`config.mk`:
```
export PLATFORM = sky130hd
export DESIGN_NAME = ov7670_capture_rgb888
export DESIGN_NICKNAME = d
export VERILOG_FILES = /design/src/rtl/ov7670_capture_rgb888.sv
export SDC_FILE = /design/constraint.sdc
export NUM_CORES = 1
export LEC_CHECK = 0
export BUFFER_PORTS_ARGS = -buffer_cell sky130_fd_sc_hd__buf_2
export CAP_MARGIN = 25
export CORE_ASPECT_RATIO = 1.75
export CORE_MARGIN = 1.5
export CORE_UTILIZATION = 50
export CTS_CLUSTER_DIAMETER = 40
export DETAILED_ROUTE_END_ITERATION = 7
export GPL_TIMING_DRIVEN = 1
export PLACE_DENSITY = 0.77
export RECOVER_POWER = 50
export SETUP_SLACK_MARGIN = 0.05
export SYNTH_ARGS = -nofsm -noshare
export SYNTH_HDL_FRONTEND = slang
export SYNTH_SLANG_ARGS = --single-unit
```
`constraint.sdc`:
```
create_clock -name clk -period 3.41 [get_ports clk]
set_input_delay 0.682 -clock clk [delete_from_list [all_inputs] [get_ports clk]]
set_output_delay 0.682 -clock clk [all_outputs]
set_load 0.1 [all_outputs]
```
`src/rtl/ov7670_capture_rgb888.sv`:
```
// OV7670 RGB565 capture: pairs camera bytes into RGB888 pixels and queues them for the display.
// Build option CAM_TEST_PATTERN_EN adds a test_mode input that substitutes 8 vertical colour bars.
module ov7670_capture_rgb888 #(
  parameter int FIFO_DEPTH  = 8,
  parameter int SYNC_STAGES = 2,
  parameter int H_PIXELS    = 320,
  parameter int V_LINES     = 480
) (
  input  logic        clk,
  input  logic        rst,
  input  logic        cam_pclk,
  input  logic        cam_href,
  input  logic        cam_vsync,
  input  logic [7:0]  cam_d,
`ifdef CAM_TEST_PATTERN_EN
  input  logic        test_mode,
`endif
  input  logic        colour_load_comp,
  output logic        colour_ready,
  output logic [23:0] colour_data,
  output logic        VS,
  output logic        overflow,
  output logic        frame_err
);
  localparam int AW = $clog2(FIFO_DEPTH);

  typedef enum logic [1:0] {WAIT_FRAME, WAIT_LINE, BYTE0, BYTE1} state_t;

  logic [SYNC_STAGES-1:0] pclk_s, href_s, vsync_s;
  logic [7:0]             d_s [SYNC_STAGES];
  logic                   pclk_q, href_q, vs_q, load_q;

  // NOTE: every clocked block uses non-blocking assignments so all flops sample the same pre-edge values.
  always_ff @(posedge clk or negedge rst) begin
    if (!rst) begin
      pclk_s  <= '0;
      href_s  <= '0;
      vsync_s <= '0;
      for (int i = 0; i < SYNC_STAGES; i++) d_s[i] <= '0;
      pclk_q  <= 1'b0;
      href_q  <= 1'b0;
      vs_q    <= 1'b0;
    end else begin
      pclk_s  <= {pclk_s[SYNC_STAGES-2:0], cam_pclk};
      href_s  <= {href_s[SYNC_STAGES-2:0], cam_href};
      vsync_s <= {vsync_s[SYNC_STAGES-2:0], cam_vsync};
      d_s[0]  <= cam_d;
      for (int i = 1; i < SYNC_STAGES; i++) d_s[i] <= d_s[i-1];
      pclk_q  <= pclk_s[SYNC_STAGES-1];
      href_q  <= href_s[SYNC_STAGES-1];
      vs_q    <= vsync_s[SYNC_STAGES-1];
    end
  end

  logic       pclk_edge, href, href_fall, vs, vs_rise, vs_fall;
  logic [7:0] d;

  assign pclk_edge = pclk_s[SYNC_STAGES-1] & ~pclk_q;
  assign href      = href_s[SYNC_STAGES-1];
  assign href_fall = href_q & ~href;
  assign d         = d_s[SYNC_STAGES-1];
  assign vs        = vsync_s[SYNC_STAGES-1];
  assign vs_rise   = vs & ~vs_q;
  assign vs_fall   = ~vs & vs_q;
  assign VS        = vs;

  state_t state, state_next;
  logic   cap_byte0, push_req, line_end, frame_start, frame_end;

  always_ff @(posedge clk or negedge rst) begin
    if (!rst) state <= WAIT_FRAME;
    else      state <= state_next;
  end

  // NOTE: every output of this block gets a default first, so no path leaves a latch behind.
  always_comb begin
    state_next  = state;
    cap_byte0   = 1'b0;
    push_req    = 1'b0;
    line_end    = 1'b0;
    frame_start = 1'b0;
    frame_end   = vs_rise;
    if (vs) begin
      state_next = WAIT_FRAME;
    end else begin
      unique case (state)
        WAIT_FRAME: if (vs_fall) begin
          frame_start = 1'b1;
          state_next  = WAIT_LINE;
        end
        WAIT_LINE: if (pclk_edge && href) begin
          cap_byte0  = 1'b1;
          state_next = BYTE1;
        end
        BYTE0: if (href_fall) begin
          line_end   = 1'b1;
          state_next = WAIT_LINE;
        end else if (pclk_edge && href) begin
          cap_byte0  = 1'b1;
          state_next = BYTE1;
        end
        BYTE1: if (href_fall) begin
          line_end   = 1'b1;
          state_next = WAIT_LINE;
        end else if (pclk_edge && href) begin
          push_req   = 1'b1;
          state_next = BYTE0;
        end
        default: state_next = WAIT_FRAME;
      endcase
    end
  end

  logic [7:0] byte0_q;
  logic [9:0] pix_cnt, line_cnt;
  logic       line_bad;

  logic [AW:0]  wr_ptr, rd_ptr, wr_next, rd_next;
  logic         empty, full, pop, do_push, drop, ready_next;
  logic [23:0]  pixel, cam_pixel, head_next;
  logic [23:0]  mem [FIFO_DEPTH];

  always_ff @(posedge clk or negedge rst) begin
    if (!rst) begin
      byte0_q   <= '0;
      pix_cnt   <= '0;
      line_cnt  <= '0;
      line_bad  <= 1'b0;
      overflow  <= 1'b0;
      frame_err <= 1'b0;
    end else begin
      if (cap_byte0) byte0_q <= d;
      if (state == WAIT_LINE)                 pix_cnt <= '0;
      else if (push_req && pix_cnt != 10'h3FF) pix_cnt <= pix_cnt + 10'd1;
      if (frame_start) begin
        line_cnt <= '0;
        line_bad <= 1'b0;
      end else if (line_end) begin
        if (line_cnt != 10'h3FF)       line_cnt <= line_cnt + 10'd1;
        if (pix_cnt != 10'(H_PIXELS))  line_bad <= 1'b1;
      end
      if (frame_end)   frame_err <= (line_cnt != 10'(V_LINES)) || line_bad;
      if (frame_start) overflow  <= 1'b0;
      else if (drop)   overflow  <= 1'b1;
    end
  end

  // RGB565 split across the byte pair, widened by replicating each channel's MSBs.
  logic [4:0] r5, b5;
  logic [5:0] g6;
  assign r5        = byte0_q[7:3];
  assign g6        = {byte0_q[2:0], d[7:5]};
  assign b5        = d[4:0];
  assign cam_pixel = {r5, r5[4:2], g6, g6[5:4], b5, b5[4:2]};

`ifdef CAM_TEST_PATTERN_EN
  localparam int BAR_W = (H_PIXELS >= 8) ? H_PIXELS / 8 : 1;
  logic [9:0] bar_full;
  logic [2:0] bar;
  assign bar_full = pix_cnt / 10'(BAR_W);
  assign bar      = (bar_full > 10'd7) ? 3'd7 : bar_full[2:0];
  // Bar order white..black falls out of inverting the index bits per channel.
  assign pixel    = test_mode ? {{8{~bar[1]}}, {8{~bar[2]}}, {8{~bar[0]}}} : cam_pixel;
`else
  assign pixel    = cam_pixel;
`endif

  assign empty   = (wr_ptr == rd_ptr);
  assign full    = (wr_ptr[AW] != rd_ptr[AW]) && (wr_ptr[AW-1:0] == rd_ptr[AW-1:0]);
  assign pop     = colour_load_comp & ~load_q & ~empty & ~vs;
  assign do_push = push_req & (~full | pop);
  assign drop    = push_req & full & ~pop;

  always_comb begin
    wr_next    = wr_ptr + {{AW{1'b0}}, do_push};
    rd_next    = vs ? wr_ptr : rd_ptr + {{AW{1'b0}}, pop};
    ready_next = (wr_next != rd_next);
    // A pixel written this cycle into the slot that becomes head must bypass the array.
    if (do_push && rd_next[AW-1:0] == wr_ptr[AW-1:0]) head_next = pixel;
    else                                              head_next = mem[rd_next[AW-1:0]];
  end

  // NOTE: the pixel array is left unreset; pointers define which entries are meaningful.
  always_ff @(posedge clk) begin
    if (do_push) mem[wr_ptr[AW-1:0]] <= pixel;
  end

  always_ff @(posedge clk or negedge rst) begin
    if (!rst) begin
      wr_ptr       <= '0;
      rd_ptr       <= '0;
      load_q       <= 1'b0;
      colour_ready <= 1'b0;
      colour_data  <= '0;
    end else begin
      wr_ptr       <= wr_next;
      rd_ptr       <= rd_next;
      load_q       <= colour_load_comp;
      colour_ready <= ready_next;
      if (ready_next) colour_data <= head_next;
    end
  end
endmodule
```
Yosys cells after proc, flatten, opt, wreduce, memory -nomap -nowiden
Memory sizes are Yosys's and may differ from the RTL's. A register that Yosys moved wholly into a read port is not among the register bits. Index checks and enable logic that the tools add are counted.

Eq/ne operators: 13. Bitwise operators: 19. Add/subtract/negate cells: 4. Muxes and demuxes: 32. Reductions and logical operators: 15.

Operator list (number): two-way mux 10 bit (5); adder 10 x 1 -> 10 bit (second input constant) (2); != test 10 bit (second input constant) (2); != test 10 x 9 -> 1 bit (second input constant) (2); two-way mux 1 bit (18); two-way mux 2 bit (6); bitwise AND 1 bit (10); nonzero test 2 bit (5); adder 4 x 1 -> 4 bit (2); inverter 1 bit (8); case mux 2 bit (4 select lines) (1); AND reduction 2 bit (3); equality test 2 bit (second input constant) (2); equality test 4 bit (1); two-way mux 4 bit (1); != test 4 bit (1); != test 4 bit (second input constant) (1); equality test 3 bit (1); logical AND 1 bit (3); != test 3 bit (second input constant) (1); equality test 2 x 1 -> 1 bit (second input constant) (1); logical NOT 2 bit (1); case mux 1 bit (2 select lines) (1); OR reduction 2 bit (1); other kinds (4) (4).

Logic and storage cells: 103. Input bits: 14. RAM bits: 192. Output and inout port bits: 28. Bits in registers: 68. Memories: 1.

Memory list: mem (depth 8, bits a word 24, rd ports 1, clocked after Yosys merged registers in 1, write ports 1, line 121) `logic [23:0] mem [FIFO_DEPTH];`.

Logic depth before layout (Yosys ltp)
Gate-level depths: netlist of run 1.

Word-level depth: 11. Mapped depth: 15.

Worst setup path before layout of run 1
No wires, ideal clock.

Path type: reg2reg. Start: register vsync_s[1]. End: memory mem[0][10], enable pin. Period minus slack after synthesis: 3532 ps. Path buffers: 1. Stages on the path, launching flop included: 7. Data arrival time: 3102 ps. Setup slack: -122 ps. Path through: dfrtp_1 -> buf_6 -> nor2_1 -> a21oi_2 -> nand2_1 -> nand2_1 -> nor4_1.

Longest elaborated chain between the ends: 6. Elaborated cells between the ends (all ways): 7.

RTL lines: start: declaration (line 29) `logic [SYNC_STAGES-1:0] pclk_s, href_s, vsync_s;`; start signal: assignment (line 46) `vsync_s <= {vsync_s[SYNC_STAGES-2:0], cam_vsync};`; inverter 1 bit (line 170) `assign pop = colour_load_comp & ~load_q & ~empty & ~vs;`; bitwise AND 1 bit (line 170); OR 1 bit (line 171) `assign do_push = push_req & (~full | pop);`; bitwise AND 1 bit * (line 171); two-way mux 1 bit * (line 185) `if (do_push) mem[wr_ptr[AW-1:0]] <= pixel;`; two-way mux 1 bit (implied by the code) * (line 185); end: declaration (line 121).

Mark *: on every way between the ends. The rest lies on a longest branch, timed or not.

Worst setup path after layout of run 1
Start: register rd_ptr[2]. End: register colour_data[11] (read register of mem).

Longest elaborated chain between the ends: 8. Elaborated cells between the ends (all ways): 13.

RTL lines: start: declaration (line 118) `logic [AW:0] wr_ptr, rd_ptr, wr_next, rd_next;`; start signal: assignment (line 197) `rd_ptr <= rd_next;`; equality test 4 bit (line 168) `assign empty = (wr_ptr == rd_ptr);`; inverter 1 bit (line 170); bitwise AND 1 bit (2 in series) (line 170); OR 1 bit (line 171); bitwise AND 1 bit (line 171); adder 4 x 1 -> 4 bit (line 175) `wr_next = wr_ptr + {{AW{1'b0}}, do_push};`; != test 4 bit (line 177) `ready_next = (wr_next != rd_next);`; end: declaration (line 20) `output logic [23:0] colour_data,`.

Several ways; a longest one is shown, not always the timed one. A chain may end at the register's enable or synchronous reset.

==> impl_metrics.json, run 1 <==
{
  "dr.first_iter.drc_count": 369,
  "vdd_ir_drop_max_uv": 476,
  "worst_pin_slew_ps": 2810,
  "yosysSeqAreaShare_pct": 65.1,
  "worstHoldStart": "cam_d[2]",
  "relSlewSlack_pct": -87.6,
  "numPortBuffers": 41,
  "cts_htree_levels": 1,
  "cts.path.max_buffers": 3,
  "nNetsFinal": 743,
  "r2r-end": "colour_data[11]$_DFFE_PN0P_",
  "rows": 65,
  "power_leakage_nw": 4.10,
  "design_area_sq_um": 10200,
  "min_period_ps": 3130,
  "clock.fmax_mhz": 319,
  "max_cap_violations": 1,
  "hold_path.class": "input pin to flop",
  "die_h_microns": 182,
  "antenna_cells": 0,
  "cp_num_buf_inv": 3,
  "viasPerCell": 6.02,
  "async_flop_share_pct": 39.6,
  "r2r_slack_ps": 280,
  "combPwrFrac_pct": 14.4,
  "syn_nets": 701,
  "drc_errors": 0,
  "tritoncts": "done",
  "yosys_warnings": 0,
  "hpwl_mm": 12.7,
  "detail-route-antenna-nets": 0,
  "hold_buffers": 0,
  "first_pass_iters": 5,
  "cellPowerDensity_nw_per_um2": 583,
  "required_ps": 3820,
  "fin_crit_sh_pct": 91.8,
  "clock_skew_ps": 11.1,
  "die_x_microns": 105,
  "fillerInstances": 1388,
  "status": "finished with violations",
  "syn_area_sq_um": 9130,
  "yosys_most_used_dff": "edfxtp_1",
  "antenna_found_initial": 0,
  "slowest_delay_ps": 440,
  "clk_latency_ps": 490,
  "p_clk_share_pct": 36.2,
  "cp_max_fo": 19,
  "gp_congestion": 0.846,
  "postCtsSetupRepairBufs": 0,
  "final.setup.tns_ps": 0,
  "r2r_cells": 12,
  "endpoint_kind": "flop",
  "synth_edf_count": 128,
  "switchingPower_mw": 1.76,
  "r2r_start": "rd_ptr[2]$_DFF_PN0_",
  "crit_type": "flop to flop",
  "synth_area_per_cell_sq_um": 13.5,
  "synth-seq-cells": 212,
  "start_kind": "flop",
  "cp.arrival_ps": 3540,
  "grt_pass1_wl_mm": 32.4,
  "grt_start_max_net_pins": 66,
  "drive_above_1_share_pct": 17.0,
  "clkSinkCount": 212,
  "grt_pass1_vias": 6163,
  "slew_viol_final": 50,
  "grt_overflow": 0,
  "core_area_sq_um": 18000,
  "critical_path.top_delay_family": "simple AND/OR/NAND/NOR gates",
  "hold_end": "d_s[10]$_DFF_PN0_",
  "hold_viol": 0,
  "p_sw_share_pct": 29.6,
  "ctsResizeCount": 0,
  "routed_wl_mm": 20.2,
  "dpl_cell_area_sq_um": 9550,
  "path_clk_slew_ps": 60,
  "dpl.cell_count": 928,
  "rsz0062_at_grt": "no",
  "vias": 5806,
  "io-pin-count": 42,
  "syn2layout_area_growth_pct": 11.6,
  "die-area_sq_um": 19100,
  "power.internal_mw": 4.18,
  "violations": "capacitance limit, slew limit",
  "yosysUniqueCellTypes": 61,
  "setup_violations": 0,
  "crit_slowest_cell": "dfrtp_1",
  "ctsRootBufferMaster": "clkbuf_16",
  "syn_inst": 674,
  "cts-buffers-inserted": 20,
  "fin_cells": 964,
  "p_seq_share_pct": 49.4,
  "routedWlPerCell_microns": 20.9,
  "start_util_pct": 50.8,
  "crit_chain": "xor2_1 > nor3_2 > buf_4 > nand2_1 > nand2_1 > inv_1 > ha_1 > and3_1 > or3_1 > nand4_1 > buf_4 > mux2i_1",
  "holdPathStages": 1,
  "power_mw": 5.94,
  "grt_usage_pct": 21.8
}
## state kept, by name, indices dropped and copies added, names as in the netlist, 2 cells and up
register,flops
colour_data,16
href_s,2
pix_cnt,10
vsync_s,2
wr_ptr,4
line_cnt,10
mem,128
d_s,8
d,8
pclk_s,2
rd_ptr,4
state,2
byte0_q,8
## metal layers
metal / routed length [microns] / vias to the layer above / GRT usage (%) / share of wire (%)
met4: 1190 / 0 / 12.8 / 5.9
met1: 6900 / 2852 / 24.5 / 34
li1: - / 2560 / - / -
met3: 1610 / 91 / 3.45 / 8.0
met2: 10500 / 303 / 38.8 / 52
met5: 0 / - / 0 / 0
## cell families after synthesis
| family | after synthesis | synth area share [%] |
|---|---|---|
| xor+xnor | 31 | 3.22 |
| compound gates | 103 | 9.70 |
| fa+ha+maj | 13 | 1.78 |
| mux | 52 | 5.85 |
| buf+inv | 88 | 5.43 |
| simple gates | 175 | 8.88 |
| flops | 212 | 65.1 |
## power by group through the flow
stage / Combinational, mW / Clock, mW / Sequential (mW)
global placement: 0.846 / 0 / 2.98
CTS: 0.862 / 2.19 / 2.93
global route: 0.891 / 2.29 / 2.95
floorplan: 0.359 / 0 / 3.35
finish: 0.857 / 2.15 / 2.93
detailed placement: 0.858 / 0 / 2.98
## layout by cell type (no fill, tap or decap), types with 9 or more instances in the layout
cell       instances
buf_4             20
dfrtp_1           84
buf_2             39
clkbuf_16         21
a2111oi_2          9
o21ai_0           12
xor2_1            11
mux2i_1           50
inv_1             42
edfxtp_1         128
nand2_1           91
xnor2_1           18
and3_1             9
a32oi_1           32
nor2_1            29
ha_1              13
a31oi_1           18
## cell type report
| class | instances | area, sq um | share of cell area [%] |
|---|---|---|---|
| Clock buffer | 29 | 596 | 5.85 |
| Clock inverter | 7 | 48.8 | 0.479 |
| Inverter | 43 | 161 | 1.58 |
| Multi-Input combinational cell | 374 | 2730 | 26.8 |
| Sequential cell | 212 | 5950 | 58.4 |
| Tap cell | 234 | 293 | 2.87 |
| Timing Repair Buffer | 65 | 408 | 4.00 |
## per-stage QoR
| step | hold slack (ps) | worst slack, ps | utilization (%) |
|---|---|---|---|
| after floorplan | 331 | 159 | - |
| after global placement | 332 | 379 | 53.0 |
| after detailed placement | 335 | 280 | 53.1 |
| after CTS | 244 | 287 | 56.7 |
| after global routing | 277 | 38.8 | 56.7 |
| final | 291 | 279 | 56.7 |
## how the worst max path moves through the flow
stage / to / depth (start not counted) / slack (ps) / start
after CTS: colour_data[11]$_DFFE_PN0P_ / 12 / 290 / rd_ptr[2]$_DFF_PN0_
final: colour_data[11]$_DFFE_PN0P_ / 12 / 280 / rd_ptr[2]$_DFF_PN0_
after floorplan: mem[1][10]$_DFFE_PP_ / 8 / 160 / vsync_s[1]$_DFF_PN0_
after global routing: line_cnt[2]$_DFFE_PN0P_ / 2 / 40 / rst
after detailed placement: colour_data[10]$_DFFE_PN0P_ / 12 / 280 / rd_ptr[2]$_DFF_PN0_
after global placement: colour_data[14]$_DFFE_PN0P_ / 12 / 380 / rd_ptr[2]$_DFF_PN0_
## synthesized netlist by cell type (all sizes together) (2+ instances only)
library cell / count / share of area (%)
edfxtp: 128 / 42
nand2: 91 / 3.7
dfrtp: 84 / 23
mux2i: 51 / 5.7
inv: 43 / 1.8
buf: 36 / 3.0
a32oi: 32 / 3.1
nor2: 29 / 1.2
a31oi: 19 / 1.5
xnor2: 19 / 1.9
a2111oi: 16 / 2.4
ha: 13 / 1.8
o21ai: 13 / 0.75
xor2: 11 / 1.1
and3: 9 / 0.62
nor3: 9 / 0.49
a21oi: 7 / 0.42
clkbuf: 7 / 0.40
nand3: 7 / 0.44
nand4: 6 / 0.41
nor4: 6 / 0.48
nand2b: 4 / 0.27
nor4b: 4 / 0.38
o22ai: 4 / 0.41
a211o: 2 / 0.29
a211oi: 2 / 0.16
and4: 2 / 0.19
o31ai: 2 / 0.16
or3: 2 / 0.14
or4: 2 / 0.16
## worst reg2reg max path, cell delays in order (launching register included)
cell and delay [ps]:
dfrtp_1 440, xor2_1 190, nor3_2 180, buf_4 350
nand2_1 80, nand2_1 250, inv_1 100, ha_1 210
and3_1 220, or3_1 340, nand4_1 90, buf_4 320
mux2i_1 270
(Power assumes the default switching activity.)
==> inputs of run 2 (changes only) <==
--- a/config.mk
+++ b/config.mk
@@ -15,6 +15,7 @@
 export GPL_TIMING_DRIVEN = 1
 export PLACE_DENSITY = 0.77
 export RECOVER_POWER = 50
+export REMOVE_ABC_BUFFERS = 1
 export SETUP_SLACK_MARGIN = 0.05
 export SYNTH_ARGS = -nofsm -noshare
 export SYNTH_HDL_FRONTEND = slang
==> impl_metrics.json, run 2 (same netlist as run 1, synthesis figures left out) <==
{
  "status": "finished clean",
  "power.internal_mw": 4.20,
  "dpl_cell_area_sq_um": 9550,
  "io-pin-count": 42,
  "cellPowerDensity_nw_per_um2": 588,
  "ctsResizeCount": 0,
  "combPwrFrac_pct": 14.3,
  "start_kind": "flop",
  "tritoncts": "done",
  "met1_length_mm": 6.90,
  "path_clk_slew_ps": 70,
  "final_cell_mix": "edfxtp_1 (128), nand2_1 (91), dfrtp_1 (84)",
  "core_area_sq_um": 18000,
  "highest_layer": "met4",
  "die_x_microns": 105,
  "worst_pin_slew_ps": 1370,
  "power_leakage_nw": 4.09,
  "relSlewSlack_pct": 8.99,
  "min_period_ps": 3080,
  "clkSinkCount": 212,
  "required_ps": 3770,
  "largest_register_ffs": 128,
  "cts-buffers-inserted": 20,
  "crit_top_cell": "ha_1",
  "cp.arrival_ps": 3440,
  "drive_above_1_share_pct": 17.0,
  "fillerInstances": 1373,
  "hold_viol": 0,
  "clock_skew_ps": 8.96,
  "grt_start_max_net_pins": 53,
  "antenna_cells": 0,
  "p_seq_share_pct": 49.0,
  "viasPerCell": 5.92,
  "die_h_microns": 182,
  "final.setup.tns_ps": 0,
  "final_util_pct": 56.7,
  "setup_slack_ps": 332,
  "fin_crit_sh_pct": 90.3,
  "p_sw_share_pct": 30.0,
  "routedWlPerCell_microns": 21.0,
  "grt_usage_pct": 21.6,
  "start_util_pct": 50.8,
  "crit_chain": "xor2_1 > nor3_2 > a21oi_1 > ha_1 > ha_1 > xnor2_1 > a31oi_4 > a211o_4 > a31oi_1 > mux2i_1",
  "hpwl_mm": 12.8,
  "first_pass_iters": 4,
  "routed_wl_mm": 20.3,
  "design_area_sq_um": 10200,
  "crit_slowest_cell": "a211o_4",
  "grt_overflow": 0,
  "wl_met3_mm": 1.26,
  "crit_type": "flop to flop",
  "gp_congestion": 0.899,
  "p_clk_share_pct": 36.8,
  "syn2layout_area_growth_pct": 11.7,
  "hold-worst-slack_ps": 288,
  "clk_latency_ps": 500,
  "endpoint_kind": "flop",
  "vdd_ir_drop_max_uv": 470,
  "slowest_delay_ps": 510,
  "postCtsSetupRepairBufs": 0,
  "nNetsFinal": 744,
  "cp_num_buf_inv": 0,
  "cts_htree_levels": 1,
  "dp_worst_setup_slack_ps": 352,
  "ctsRootBufferMaster": "clkbuf_16",
  "drc_errors": 0,
  "cts.path.max_buffers": 3,
  "setup_violations": 0,
  "numPortBuffers": 41,
  "die-area_sq_um": 19100,
  "mostFrequentLayoutCell": "edfxtp_1",
  "met2_wirelength_mm": 11.1,
  "grt_pass1_wl_mm": 31.6,
  "max_cap_violations": 0,
  "rsz0062_at_grt": "no",
  "antenna_found_initial": 0,
  "detail-route-antenna-nets": 0,
  "switchingPower_mw": 1.80,
  "cp_max_fo": 17,
  "clock.fmax_mhz": 325,
  "hold_path.class": "input pin to flop",
  "critical_path.top_delay_family": "compound AO/OA/AOI/OAI gates",
  "vias": 5711,
  "rows": 65,
  "slew_viol_final": 0,
  "dr.first_iter.drc_count": 354,
  "grt_pass1_vias": 6041,
  "hold_buffers": 0
}
==> run 2: path summary, 6_finish.rpt <==
path | from | end | slack [ps] | cells after the start
max | rd_ptr[2]$_DFF_PN0_ | colour_data[1]$_DFFE_PN0P_ | 330 | 10
min | cam_href | href_s[0]$_DFF_PN0_ | 290 | 1
max reg2reg | rd_ptr[2]$_DFF_PN0_ | colour_data[1]$_DFFE_PN0P_ | 330 | 10
min reg2reg | vsync_s[0]$_DFF_PN0_ | vsync_s[1]$_DFF_PN0_ | 350 | 0
max in group asynchronous | rst | d_s[12]$_DFF_PN0_ | 1280 | 2
min in group asynchronous | rst | pix_cnt[3]$_DFFE_PN0P_ | 510 | 1
==> run 2: worst register-to-register path: stages, from the launching register on <==
cell and delay, ps:
dfrtp_1 470, xor2_1 210, nor3_2 190, a21oi_1 90
ha_1 220, ha_1 330, xnor2_1 280, a31oi_4 320
a211o_4 520, a31oi_1 210, mux2i_1 110
==> run 2: power by group through the flow <==
stage / clock, mW / combinational, mW / sequential (mW)
2_1_floorplan: 0 / 0.120 / 3.54
3_5_place_dp: 0 / 0.860 / 2.99
6_report: 2.20 / 0.857 / 2.94
3_3_place_gp: 0 / 0.848 / 2.98
4_1_cts: 2.22 / 0.862 / 2.94
5_1_grt: 2.33 / 0.888 / 2.95
==> run 2: metal layers <==
layer | vias up | GRT usage [%]
met2 | 254 | 40.6
li1 | 2546 | -
met5 | - | 0
met3 | 77 | 2.98
met4 | 0 | 12.4
met1 | 2834 | 22.6
==> run 2: stage by stage <==
step,cells,power (mW)
2_1_floorplan,629,3.66
3_3_place_gp,929,3.83
3_5_place_dp,929,3.85
4_1_cts,965,6.03
5_1_grt,965,6.16
6_report,965,6.00
==> run 2: final cells by class <==
class	count	area, sq um	share of cell area (%)
Sequential cell	212	5950	58.3
Inverter	43	161	1.58
Clock buffer	26	554	5.44
Multi-Input combinational cell	374	2740	26.9
Clock inverter	10	98.8	0.970
Timing Repair Buffer	66	397	3.89
Tap cell	234	293	2.87
==> inputs of run 3 (changes only) <==
--- a/config.mk
+++ b/config.mk
@@ -5,6 +5,7 @@
 export SDC_FILE = /design/constraint.sdc
 export NUM_CORES = 1
 export LEC_CHECK = 0
+export ABC_AREA = 1
 export BUFFER_PORTS_ARGS = -buffer_cell sky130_fd_sc_hd__buf_2
 export CAP_MARGIN = 25
 export CORE_ASPECT_RATIO = 1.75
==> impl_metrics.json, run 3 <==
{
  "violations": "capacitance limit, slew limit",
  "power_leakage_nw": 5.07,
  "rows": 67,
  "grt_pass1_wl_mm": 35.7,
  "syn_inst": 1025,
  "clk_latency_ps": 500,
  "multiInputGateArea_sq_um": 3090,
  "tritoncts": "done",
  "synth_area_per_cell_sq_um": 9.63,
  "fin_cells": 1322,
  "rsz0062_at_grt": "no",
  "synthTopCellsByArea": "edfxtp_1 (39%), dfrtp_1 (21%), nand2_1 (11%), nand3_1 (6.6%), inv_1 (5.7%)",
  "dr.first_iter.drc_count": 518,
  "clock.fmax_mhz": 335,
  "hold_viol": 0,
  "drc_errors": 0,
  "cellPowerDensity_nw_per_um2": 545,
  "die-area_sq_um": 20600,
  "design_area_sq_um": 11000,
  "fillerInstances": 1607,
  "hold_path.class": "input pin to flop",
  "routedWlPerCell_microns": 16.8,
  "path_clk_slew_ps": 70,
  "yosysUniqueCellTypes": 39,
  "cts.path.max_buffers": 3,
  "largest_register_ffs": 128,
  "dpl.cell_count": 1282,
  "dpl_cell_area_sq_um": 10400,
  "grt_overflow": 0,
  "numPortBuffers": 41,
  "ctsRootBufferMaster": "clkbuf_16",
  "async_flop_share_pct": 39.6,
  "start_util_pct": 51.2,
  "max_cap_violations": 1,
  "io-pin-count": 42,
  "antenna_found_initial": 0,
  "detail-route-antenna-nets": 0,
  "antenna_cells": 0,
  "power_mw": 6.02,
  "synth_edf_count": 128,
  "die_x_microns": 109,
  "cts-buffers-inserted": 20,
  "grt_usage_pct": 22.6,
  "min_period_ps": 2980,
  "synthTopCellsByCount": "nand2_1 (287), inv_1 (151), nand3_1 (131)",
  "synth-seq-cells": 212,
  "synth_top_cell_area_share_pct": 38.9,
  "grt_pass1_vias": 6964,
  "slew_viol_final": 62,
  "cp_max_fo": 42,
  "syn2layout_area_growth_pct": 11.8,
  "cp.arrival_ps": 3370,
  "cts_htree_levels": 1,
  "nNetsFinal": 1094,
  "worst_pin_slew_ps": 1540,
  "seq_area_sq_um": 5950,
  "setup_violations": 0,
  "yosys_warnings": 0,
  "syn_area_sq_um": 9870,
  "grt_start_max_net_pins": 62,
  "mostFrequentLayoutCell": "nand2_1",
  "core_area_sq_um": 19300,
  "clkSinkCount": 212,
  "final_util_pct": 57.2,
  "hold-worst-slack_ps": 289,
  "yosysTopAreaCell": "edfxtp_1",
  "final_cell_mix": "nand2_1 (285), inv_1 (151), nand3_1 (131)",
  "vias": 7252,
  "die_h_microns": 189,
  "required_ps": 3800,
  "fin_crit_sh_pct": 87.4,
  "hpwl_mm": 14.3,
  "post-synth-top-count-cell": "nand2_1",
  "routed_wl_mm": 22.2,
  "relSlewSlack_pct": -2.95,
  "drive_above_1_share_pct": 12.7,
  "crit_type": "flop to flop",
  "viasPerCell": 5.49,
  "endpoint_kind": "flop",
  "vdd_ir_drop_max_uv": 430,
  "first_pass_iters": 5,
  "gp_congestion": 0.889,
  "yosysSeqAreaShare_pct": 60.2,
  "status": "finished with violations",
  "clock_skew_ps": 22.5,
  "yosys_most_used_dff": "edfxtp_1",
  "start_kind": "flop"
}
-- run 3: cell types whose count changed after synthesis, moves of 16 or more --
cell,previous run,this run
a31oi_1,18,1
a32oi_1,32,0
buf_2,10,26
inv_1,42,151
mux2i_1,50,0
nand2_1,91,287
nand3_1,6,131
nand3b_1,0,20
nand4_1,6,36
-- run 3: repair_timing --
action / CTS / global route
hold endpoints to repair: 0 / 0
setup endpoints to repair: 0 / 16
setup buffers: 0 / 4
resized for setup: 0 / 1
hold buffers: 0 / 0
-- run 3: worst paths after layout --
check,from,endpoint,slack [ps],depth (start not counted)
setup / recovery,vsync_s[1]$_DFF_PN0_,colour_data[7]$_DFFE_PN0P_,430,13
hold / removal,cam_d[1],d_s[9]$_DFF_PN0_,290,1
setup reg to reg,vsync_s[1]$_DFF_PN0_,colour_data[7]$_DFFE_PN0P_,430,13
hold reg to reg,d_s[11]$_DFF_PN0_,d[3]$_DFF_PN0_,350,0
max in group asynchronous,rst,state[0]$_DFFE_PN0P_,1500,2
min in group asynchronous,rst,d_s[14]$_DFF_PN0_,570,1
-- run 3: final cells by class --
cell class	instances	share of cell area [%]
flip-flops and latches	212	53.9
multi-input cells	607	28.0
inverters	156	5.31
clock buffers	27	5.15
repair buffers	70	4.18
well taps	241	2.73
clock inverters	9	0.794
-- run 3: kinds of logic after synthesis --
| group | count (synthesis) | share of synthesized area (%) |
|---|---|---|
| mux | 8 | 0.913 |
| fa+ha+maj | 13 | 1.65 |
| compound gates | 35 | 1.99 |
| simple gates | 538 | 25.2 |
| flops | 212 | 60.2 |
| buf+inv | 206 | 8.89 |
| xor+xnor | 13 | 1.15 |
-- run 3: worst max-delay path: stages, from the launching register on --
cell	delay (ps)
dfrtp_1	350
clkbuf_1	660
nand2_2	560
nand2_2	240
buf_4	430
nand2_1	100
nand3_1	90
nand2_1	90
nand2_1	70
nand2_1	50
nand2_1	60
nand2_1	60
nand2_1	50
nand2_1	60
-- run 3: power breakdown --
| group | switching [mW] | internal [mW] | leakage [nW] |
|---|---|---|---|
| clock | 0.955 | 1.26 | 0.316 |
| combinational | 0.651 | 0.161 | 2.53 |
| sequential | 0.133 | 2.86 | 2.22 |
| total | 1.74 | 4.28 | 5.07 |
-- run 3: through the flow --
step | setup slack (ps) | setup TNS, ps
detailed placement | 262 | 0
global placement | 387 | 0
finish | 429 | 0
CTS | 245 | 0
global route | 149 | 0
floorplan | -1210 | -45880
-- run 3: routing by layer --
metal	track usage, %	vias up	part of all wire, %
met1	26.6	3460	37
met2	40.0	289	53
li1	-	3439	-
met4	11.6	0	4.4
met3	2.51	64	5.8
met5	0	-	0
